===== config.mk =====
export PLATFORM = sky130hd
export DESIGN_NAME = memory_arbiter
export DESIGN_NICKNAME = d
export VERILOG_FILES = /design/src/rtl/memory_arbiter_pkg.sv /design/src/rtl/arbiter_rr.sv /design/src/rtl/memory_arbiter.sv
export SDC_FILE = /design/constraint.sdc
export NUM_CORES = 1
export LEC_CHECK = 0
export BUFFER_PORTS_ARGS = -buffer_cell sky130_fd_sc_hd__buf_4
export CAP_MARGIN = 20
export CORE_ASPECT_RATIO = 1.1
export CORE_MARGIN = 4
export CORE_UTILIZATION = 42
export DETAILED_ROUTE_END_ITERATION = 6
export PLACE_DENSITY = 0.87
export SLEW_MARGIN = 5
export SYNTH_ARGS = -nofsm -noshare
export SYNTH_HDL_FRONTEND = slang
export SYNTH_HIERARCHICAL = 1
export SYNTH_SLANG_ARGS = --single-unit

===== constraint.sdc =====
create_clock -name clk -period 4.4 [get_ports clk]
set_input_delay 0.44 -clock clk [delete_from_list [all_inputs] [get_ports clk]]
set_output_delay 0.44 -clock clk [all_outputs]
set_load 0.005 [all_outputs]

===== src/rtl/memory_arbiter_pkg.sv =====
// ============================================================================
// Module      : memory_arbiter_pkg
// Description : Shared types and helpers for the memory arbiter slice.
//               Option macro: MEMORY_ARBITER_PRIORITY_EN (fixed priority).
// Revision    : 1.0 - initial release
// ============================================================================
`default_nettype none

package memory_arbiter_pkg;

  // One response may be outstanding at a time, so two states are enough.
  typedef enum logic [0:0] {
    IDLE = 1'b0,
    BUSY = 1'b1
  } state_t;

  // Requester index width; a single-bit id is kept even for degenerate sizes.
  function automatic int id_width(input int ports);
    return (ports > 1) ? $clog2(ports) : 1;
  endfunction

endpackage

`default_nettype wire


===== src/rtl/arbiter_rr.sv =====
// ============================================================================
// Module      : arbiter_rr
// Description : Combinational PORTS-wide request picker. Round-robin by
//               default (search starts one past the previous winner);
//               lowest-index fixed priority when MEMORY_ARBITER_PRIORITY_EN
//               is defined, in which case the last pointer is ignored.
// Revision    : 1.0 - initial release
// ============================================================================
`default_nettype none

module arbiter_rr
  import memory_arbiter_pkg::*;
#(
  parameter int PORTS = 4,
  parameter int IW    = id_width(PORTS)
) (
  input  logic [PORTS-1:0] req,
  input  logic [IW-1:0]    last,
  output logic [PORTS-1:0] gnt,
  output logic [IW-1:0]    idx
);

  logic          w_found;
  logic [IW-1:0] w_pos;

`ifdef MEMORY_ARBITER_PRIORITY_EN
  // The pointer only exists for round-robin; fold it away here.
  logic w_unused_last;
  assign w_unused_last = ^last;

  // Lowest asserted index wins unconditionally.
  always_comb begin
    gnt     = '0;
    idx     = '0;
    w_found = 1'b0;
    w_pos   = '0;
    for (int i = 0; i < PORTS; i++) begin
      w_pos = IW'(i);
      if (!w_found && req[w_pos]) begin
        w_found    = 1'b1;
        gnt[w_pos] = 1'b1;
        idx        = w_pos;
      end
    end
  end
`else
  // Walk the ports starting just after the previous winner, wrapping round;
  // the previous winner itself is visited last.
  always_comb begin
    gnt     = '0;
    idx     = '0;
    w_found = 1'b0;
    w_pos   = '0;
    for (int k = 1; k <= PORTS; k++) begin
      w_pos = IW'((int'(last) + k) % PORTS);
      if (!w_found && req[w_pos]) begin
        w_found    = 1'b1;
        gnt[w_pos] = 1'b1;
        idx        = w_pos;
      end
    end
  end
`endif

endmodule

`default_nettype wire


===== src/rtl/memory_arbiter.sv =====
// ============================================================================
// Module      : memory_arbiter
// Description : Shares one synchronous-read memory between PORTS read
//               requesters. One read is outstanding at most; the response is
//               the memory output passed straight through, tagged with the
//               requester id. Option macro MEMORY_ARBITER_PRIORITY_EN swaps
//               round-robin for fixed lowest-index priority.
// Revision    : 1.0 - initial release
// ============================================================================
`default_nettype none

module memory_arbiter
  import memory_arbiter_pkg::*;
#(
  parameter int  PORTS = 4,
  parameter int  WIDTH = 8,
  parameter int  DEPTH = 4096,
  localparam int AW    = $clog2(DEPTH),
  localparam int IW    = id_width(PORTS)
) (
  input  logic                clk,
  input  logic                rst,
  input  logic [PORTS-1:0]    req_stb,
  input  logic [PORTS*AW-1:0] req_adr,
  output logic [PORTS-1:0]    req_ack,
  output logic                rsp_stb,
  output logic [WIDTH-1:0]    rsp_dat,
  output logic [IW-1:0]       rsp_id,
  input  logic                rsp_ack,
  output logic                mem_en,
  output logic [AW-1:0]       mem_adr,
  input  logic [WIDTH-1:0]    mem_dat
);

  state_t           state_q, state_d;
  logic [IW-1:0]    rsp_id_q, rsp_id_d;
  logic [PORTS-1:0] w_gnt;
  logic [IW-1:0]    w_idx;
  logic             w_issue;

`ifdef MEMORY_ARBITER_PRIORITY_EN
  arbiter_rr #(
    .PORTS (PORTS),
    .IW    (IW)
  ) u_arbiter (
    .req  (req_stb),
    .last ({IW{1'b0}}),
    .gnt  (w_gnt),
    .idx  (w_idx)
  );
`else
  logic [IW-1:0] last_q, last_d;

  arbiter_rr #(
    .PORTS (PORTS),
    .IW    (IW)
  ) u_arbiter (
    .req  (req_stb),
    .last (last_q),
    .gnt  (w_gnt),
    .idx  (w_idx)
  );

  // The pointer only moves when a read is actually issued.
  always_comb begin
    last_d = w_issue ? w_idx : last_q;
  end

  // Reset to PORTS-1 so the first search starts at port 0.
  always_ff @(posedge clk or posedge rst) begin
    if (rst) begin
      last_q <= IW'(PORTS - 1);
    end else begin
      last_q <= last_d;
    end
  end
`endif

  // Issue when nothing is pending or the pending response is being consumed
  // this cycle; reset suppresses grants so no read starts while it is held.
  always_comb begin
    w_issue  = ((state_q == IDLE) || rsp_ack) && (|req_stb) && !rst;
    req_ack  = w_issue ? w_gnt : '0;
    mem_en   = w_issue;
    mem_adr  = '0;
    for (int i = 0; i < PORTS; i++) begin
      if (w_issue && w_gnt[i]) begin
        mem_adr = mem_adr | req_adr[i*AW +: AW];
      end
    end
    rsp_id_d = w_issue ? w_idx : rsp_id_q;
    if (w_issue) begin
      state_d = BUSY;
    end else if ((state_q == BUSY) && !rsp_ack) begin
      state_d = BUSY;
    end else begin
      state_d = IDLE;
    end
  end

  // FSM state and the id of the outstanding read.
  always_ff @(posedge clk or posedge rst) begin
    if (rst) begin
      state_q  <= IDLE;
      rsp_id_q <= '0;
    end else begin
      state_q  <= state_d;
      rsp_id_q <= rsp_id_d;
    end
  end

  // The memory holds its output while mem_en is low, so data passes through.
  assign rsp_stb = (state_q == BUSY);
  assign rsp_dat = mem_dat;
  assign rsp_id  = rsp_id_q;

endmodule

`default_nettype wire


# Word-level counts from Yosys, hierarchy flattened
# Cells that the tools add are included.
[totals]
ff_bits = 5
output_inout_bits = 28
elab_cells = 77
[classes]
addsub = 4
order_cmp = 8
mux = 34
bitwise_logic = 7
n_reduce_logical = 21
[ops]
columns = ["cell", "count"]
rows = [
  ["12-bit two-way mux", 4],
  ["12-bit bitwise OR", 3],
  ["4-bit two-way mux", 5],
  ["1-bit logical AND", 14],
  ["1-bit two-way mux", 13],
  ["2-bit by 3-bit less-than comparator with 1-bit output, second input constant", 4],
  ["4-bit bitwise OR", 3],
  ["1-bit binary-select mux with 2-bit select", 4],
  ["1-bit demux with 2-bit select", 4],
  ["2-bit by 1-bit greater-or-equal comparator with 1-bit output, second input constant", 4],
  ["2-bit two-way mux", 4],
  ["1-bit logical NOT", 5],
  ["2-bit by 1-bit adder with 2-bit output, second input constant", 2],
  ["2-bit adder, second input constant", 2],
  ["4-bit OR reduction", 1],
  ["1-bit logical OR", 1],
  ["1-bit NOT", 1],
]

# Depth between registers and ports, before layout
# Gate-level depths: netlist of the first run.
[logic_depth]
word_depth = 21
depth_mapped = 10
mapped_depth_nobuf = 8

# Cells and area by module
# Netlist of the first run, hierarchy kept.
[modules_own_cells]
columns = ["mod", "instances", "cells_per_inst", "area_each_um2"]
rows = [
  ["memory_arbiter", 1, 69, 595.6],
  ["arbiter_rr", 1, 59, 490.5],
]

# Worst setup path after synthesis of the first run
# Ideal clock, no wire load.
[synth_timing]
path_type = "reg2out"
from = "register last_q[0]"
to = "output mem_adr[10]"
t_arrival_ps = 2526
required_time_ps = 3960
path_slack_ps = 1434
path_stages_with_launch = 11
n_path_buf = 2
cell_sequence = "dfstp_2 buf_4 inv_1 ha_1 mux4_2 nand2_1 o21ai_1 a221o_1 clkbuf_1 a22oi_1 a21oi_1"
[synth_lines]
columns = ["item", "line", "rtl"]
rows = [
  ["start: declaration", "memory_arbiter.sv:52", "logic [IW-1:0] last_q, last_d;"],
  ["start signal: assignment", "memory_arbiter.sv:72", "last_q <= IW'(PORTS - 1);"],
  ["start signal: assignment", "memory_arbiter.sv:74", "last_q <= last_d;"],
  ["parallel branches: the longest is 12 deep, another holds 2-bit by 3-bit less-than comparator with 1-bit output", "--", ""],
  ["4-bit two-way mux *", "arbiter_rr.sv:56", "if (!w_found && req[w_pos]) begin"],
  ["via w_gnt[2]", "memory_arbiter.sv:37", "logic [PORTS-1:0] w_gnt;"],
  ["1-bit logical AND *", "memory_arbiter.sv:87", "if (w_issue && w_gnt[i]) begin"],
  ["12-bit two-way mux *", "memory_arbiter.sv:87", ""],
  ["12-bit bitwise OR", "memory_arbiter.sv:88", "mem_adr = mem_adr | req_adr[i*AW +: AW];"],
  ["12-bit two-way mux *", "memory_arbiter.sv:87", ""],
  ["end: declaration", "memory_arbiter.sv:31", "output logic [AW-1:0] mem_adr,"],
]
# Mark *: on every way through the listed nets, which the timed path passes. The select of a mux whose other input is x is not followed.

# Worst setup path in the final report of the first run
[layout_timing]
from = "register last_q[0]"
to = "output mem_adr[0]"
[layout_lines]
columns = ["item", "line"]
rows = [
  ["parallel branches: the longest is 12 deep, another holds 2-bit by 3-bit less-than comparator with 1-bit output", "--"],
  ["4-bit two-way mux *", "arbiter_rr.sv:56"],
  ["via w_gnt[3]", "memory_arbiter.sv:37"],
  ["1-bit logical AND *", "memory_arbiter.sv:87"],
  ["12-bit two-way mux *", "memory_arbiter.sv:87"],
]
# Marked as above.

==> results of run 1 <==
## registers in the layout, summed over array words and instances (netlist names)
register  count
last_q        2
rsp_id        2
rsp_stb       1
## routing by layer
metal	vias to the layer above	wire, um
met5	-	0
met4	0	28
met3	4	325
met2	63	1887
met1	597	1455
li1	606	-
## power breakdown
part	total [mW]	switching [mW]	internal, mW
Sequential	0.121	0.0450	0.0755
Combinational	0.856	0.439	0.417
Clock	0.0528	0.0185	0.0343
## final cells by class
class,instances,share of cell area (%)
clock buffers,4,1.667
inverters,6,1.429
multi-input cells,100,51.11
flip-flops and latches,5,8.095
well taps,31,2.460
repair buffers,74,35.24
## stage by stage
stage	utilization (%)	instances	hold WS (ns)	total power, mW
after global routing	63.16	220	0.08890	1.128
after floorplan	-	128	0.2171	0.7239
final	63.16	220	0.1019	1.029
after global placement	62.11	216	0.3518	0.9379
after CTS	63.16	220	0.09774	1.028
after detailed placement	62.11	216	0.3614	0.9706
## worst paths after layout
check	from	endpoint	slack [ns]	cells past startpoint
max	last_q[0]	mem_adr[0]	0.81	9
max reg2reg	last_q[0]	rsp_id[0]	1.98	6
min in group clk	rsp_id[1]	rsp_id[1]	0.51	1
max in group asynchronous	rst	last_q[1]	4.06	2
min reg2reg	rsp_id[1]	rsp_id[1]	0.51	1
min	rst	rsp_stb	0.10	2
## Yosys cell counts (2+ instances only)
| cell | n |
|---|---|
| and3b_1 | 2 |
| a221o_1 | 4 |
| dfrtp_1 | 3 |
| nor2_1 | 2 |
| buf_4 | 9 |
| buf_6 | 3 |
| inv_1 | 5 |
| mux4_2 | 2 |
| o21ai_0 | 2 |
| ha_1 | 8 |
| a22oi_1 | 25 |
| clkbuf_1 | 4 |
| nand2_1 | 9 |
| o21ai_1 | 6 |
| and2_1 | 4 |
| a21oi_1 | 14 |
| mux2_4 | 4 |
| dfstp_2 | 2 |
## cell families (layout without fill, tap and decap cells)
kind of cell,Yosys count,in the layout,share of synthesized area (%)
muxes,7,7,10.71
buffers and inverters,23,84,14.05
and+or+nand+nor,26,26,14.29
AOI/OAI and AO/OA,59,59,39.98
DFF,5,5,11.75
adders and majority gates,8,8,9.217
==> summary.txt, run 1 <==
Outcome: complete, no violations
GRT met2 Usage: 37.62%
Placed Area: 1550 sq um
CTS clock-pin slew for the worst setup and hold paths: 0.04 ns
Htree depth: 1
Via-to-Cell Ratio: 5.773
# Post-CTS Setup Buffers: 0
First-pass GRT wire length: 5575 um
Routability cong.: 0.9331
Antenna violations before repair: 0
Worst VDD drop: 400.7 uV
Vias in the first global route: 1195
Max cap viols: 0
Max stage delay on crit path: 0.73 ns
Most common cell after layout, fill and taps aside: buf_4
Final min period: 3.595 ns
Synth Area per Inst: 8.485 sq um
Max clock buf depth: 2
Largest delay share family, worst path: compound AO/OA/AOI/OAI gates
Most frequent cells in the layout: buf_4, a22oi_1, a21oi_1
Root Buffer: clkbuf_4
Area grow syn2layout: 45.16%
Met3 Usage GRT: 5.241%
Worst Hold Class: input pin to async pin
Die Y: 61.33 um
CP bufs+invs: 2
DIE AREA: 3464 sq um
Synth top area cells: a22oi_1, ha_1, dfrtp_1
Antenna-violating nets left: 0
Slew HR: 55.03%
Post-route setup slack: 0.8052 ns
Share of cells above drive strength 1: 49.74%
Synthesized Nets: 199
Critical Path Source Type: flip-flop
Area of the multi-input gates: 805.8 sq um
Setup TNS: 0 ns
Port bufs: 74
Layout net count: 261
Routed via count: 1270
Clock latency on the worst-skew pair: 0.24 ns
Register area: 127.6 sq um
Worst Setup End Kind: output port
Die width: 56.49 um
Async SR Flop Fraction: 100.0%
Cell variety after synth: 38
Pin count of the biggest net entering global routing: 19
Initial Util: 43.51%
DR DRC count: 0
Syn Inst Count: 128
Fin crit share: 81.70%
Initial DRC Count: 65
Gr usage total: 20.47%
WP data arrival: 3.15 ns
Final slew viol count: 0
Sequential fraction of the synthesis area: 11.75%
Top Usage Layer GRT: met2
Fin Clk Skew: 0.001954 ns
Worst slack after detailed placement: 1.086 ns
Hold Buf Count CTS: 0
Synthesized area: 1086 sq um
CTS buffer count: 3
Diodes inserted: 0
Clock sinks: 5
Core area: 2496 sq um
Met1 Resource Use GR: 23.45%
Peak fanout along the critical path: 18
Yosys warns: 6
Worst Path Required: 3.96 ns
Gr ovfl total: 0
Power density over cell area: 653.0 nW/um^2
Post-synth EDFFs: 0
Design area: 1577 sq um
Final Hold Fails: 0
#FFs+latches synth: 5
Static Leakage: 0.7576 nW
Crit Path Category: flip-flop to output port
Post-CTS resize count: 0
Area leader, netlist: a22oi_1
Tightest Pin Transition: 0.6673 ns
Max Freq: 278.2 MHz
Detail Placement HPWL: 3032 um
Detailed Route WL: 3697 um
Mean routed wirelength per cell: 16.80 um
CP cell instances: inv_1 -> ha_1 -> mux4_2 -> nand2_1 -> o21ai_1 -> a221o_1 -> a22oi_1 -> a21oi_1 -> buf_4
# setup viols final: 0
Cell Rows: 19
CTS tree: built
Detailed Routing Iterations Pass 1: 4
Fillers: 234
RSZ-0062 raised after global routing: false
I/O Pins: 91
Top cell type's share of synthesized area: 17.28%
Crit-path slowest cell: dfstp_2
Primary FF master, synth: dfrtp_1
Note: power is estimated with default switching activity, not from simulation.
==> run 2, diff against run 1 <==
--- a/config.mk
+++ b/config.mk
@@ -9,9 +9,9 @@
 export CAP_MARGIN = 20
 export CORE_ASPECT_RATIO = 1.1
 export CORE_MARGIN = 4
-export CORE_UTILIZATION = 42
+export CORE_UTILIZATION = 39
 export DETAILED_ROUTE_END_ITERATION = 6
-export PLACE_DENSITY = 0.87
+export PLACE_DENSITY = 0.81
 export SLEW_MARGIN = 5
 export SYNTH_ARGS = -nofsm -noshare
 export SYNTH_HDL_FRONTEND = slang
==> constraint.sdc (replaced) <==
create_clock -name clk -period 3.65 [get_ports clk]
set_input_delay 0.365 -clock clk [delete_from_list [all_inputs] [get_ports clk]]
set_output_delay 0.365 -clock clk [all_outputs]
set_load 0.005 [all_outputs]
==> summary.txt, run 2 (same netlist as run 1, synthesis figures left out) <==
Outcome: complete, no violations
Area of the multi-input gates: 805.8 sq um (unchanged)
RSZ-0062 raised after global routing: false
Share of cells above drive strength 1: 50.00% (+0.26 points)
WP data arrival: 2.97 ns (-0.18 ns)
Routed via count: 1278 (+0.63%)
Worst Setup End Kind: output port
Final Hold Fails: 0 (unchanged)
# Post-CTS Setup Buffers: 0 (unchanged)
Vias in the first global route: 1180 (-1.3%)
Die Y: 63.35 um (+3.3%)
Antenna violations before repair: 0 (unchanged)
Worst VDD drop: 443.2 uV (+11%)
Slew HR: 52.57% (-2.5 points)
Clock sinks: 5 (unchanged)
Detail Placement HPWL: 2807 um (-7.4%)
DIE AREA: 3694 sq um (+6.6%)
Port bufs: 74 (unchanged)
Largest delay share family, worst path: compound AO/OA/AOI/OAI gates
Pin count of the biggest net entering global routing: 19 (unchanged)
Critical Path Source Type: flip-flop
Worst Hold Class: input pin to async pin
Initial DRC Count: 73 (+12%)
Final min period: 3.339 ns
CP Launch Point: last_q[1]
Fin crit share: 91.48%
Fillers: 223 (-4.7%)
CP cell instances: inv_1 -> ha_1 -> mux4_2 -> nand2_1 -> o21ai_1 -> a221o_1 -> a22oi_1 -> a21oi_1 -> buf_4
CTS clock-pin slew for the worst setup and hold paths: 0.04 ns (about the same)
Overall Power: 1.245 mW (+21%)
Cell Rows: 19 (unchanged)
Hold WS: 0.03508 ns (-0.06682 ns)
Max cap viols: 0 (unchanged)
Peak fanout along the critical path: 13 (-5)
Gr usage total: 17.35% (-3.1 points)
Clock latency on the worst-skew pair: 0.24 ns (about the same)
Routability cong.: 0.8821 (-5.5%)
CP bufs+invs: 2 (unchanged)
Via-to-Cell Ratio: 5.783 (+0.17%)
Core area: 2591 sq um (+3.8%)
First-pass GRT wire length: 5250 um (-5.8%)
Tightest Pin Transition: 0.7114 ns (+0.04408 ns)
Gr ovfl total: 0 (unchanged)
Most frequent cells in the layout: buf_4, a22oi_1, a21oi_1
Max Freq: 299.5 MHz
Power density over cell area: 786.3 nW/um^2 (+20%)
Antenna-violating nets left: 0 (unchanged)
Htree depth: 1 (unchanged)
# setup viols final: 0 (unchanged)
Max stage delay on crit path: 0.61 ns (-0.12 ns)
Max clock buf depth: 2 (unchanged)
Reg-to-Reg Start: last_q[1]
Crit Path Category: flip-flop to output port
I/O Pins: 91 (unchanged)
Setup TNS: 0 ns (unchanged)
Die width: 58.32 um (+3.2%)
Detailed Route WL: 3522 um (-4.7%)
Worst Path Required: 3.28 ns (-0.68 ns)
DR DRC count: 0 (unchanged)
CTS tree: built
Most common cell after layout, fill and taps aside: buf_4
Diodes inserted: 0 (unchanged)
Hold Buf Count CTS: 0 (unchanged)
Final slew viol count: 0 (unchanged)
Fin Clk Skew: 0.002520 ns (+0.0005666 ns)
Post-CTS resize count: 0 (unchanged)
Crit-path slowest cell: dfstp_2
Layout net count: 262 (+0.38%)
Root Buffer: clkbuf_4
Register area: 127.6 sq um (unchanged)
CTS buffer count: 3 (unchanged)
Detailed Routing Iterations Pass 1: 4 (unchanged)
Static Leakage: 0.7624 nW (+0.63%)
Area grow syn2layout: 45.85%
Initial Util: 41.91% (-1.6 points)
Mean routed wirelength per cell: 15.94 um (-5.2%)
==> run 2: cell count changes in the layout (fill, tap and decap cells not counted) <==
cell | before | now
buf_4 | 74 | 75
==> run 2: metal layers <==
metal | vias to the layer above | track usage, % | routed length (um)
met4 | 0 | 3.478 | 20
met1 | 573 | 22.26 | 1387
met3 | 2 | 5.306 | 486
li1 | 609 | - | -
met2 | 94 | 28.21 | 1628
met5 | - | 0 | 0
==> run 2: stage by stage <==
| stage | std cells | setup slack (ns) | area (sq um) | utilization (%) |
|---|---|---|---|---|
| 2_1_floorplan | 128 | 0.7586 | 1086 | - |
| 3_3_place_gp | 217 | 0.6654 | 1558 | 60.12 |
| 3_5_place_dp | 217 | 0.5863 | 1558 | 60.12 |
| 4_1_cts | 221 | 0.3265 | 1584 | 61.13 |
| 5_1_grt | 221 | 0.1092 | 1584 | 61.13 |
| 6_report | 221 | 0.3111 | 1584 | 61.13 |
==> run 2: path summary, 6_finish.rpt <==
check	to	slack [ns]	cells after the start
max	mem_adr[4]	0.31	9
min	rsp_stb	0.04	2
max reg2reg	rsp_id[0]	1.40	6
min reg2reg	rsp_id[0]	0.50	1
max in group asynchronous	last_q[0]	3.38	2
min in group clk	rsp_stb	0.48	3
==> run 2: power by group <==
part,switching (mW),internal (mW)
Clock,0.0209,0.0412
Combinational,0.558,0.512
Sequential,0.0238,0.0898
==> run 2: area by class of cell <==
| type | count | share of cell area (%) |
|---|---|---|
| Inverter | 6 | 1.422 |
| Sequential cell | 5 | 8.057 |
| Timing Repair Buffer | 75 | 35.55 |
| Clock buffer | 4 | 1.659 |
| Tap cell | 31 | 2.449 |
| Multi-Input combinational cell | 100 | 50.87 |
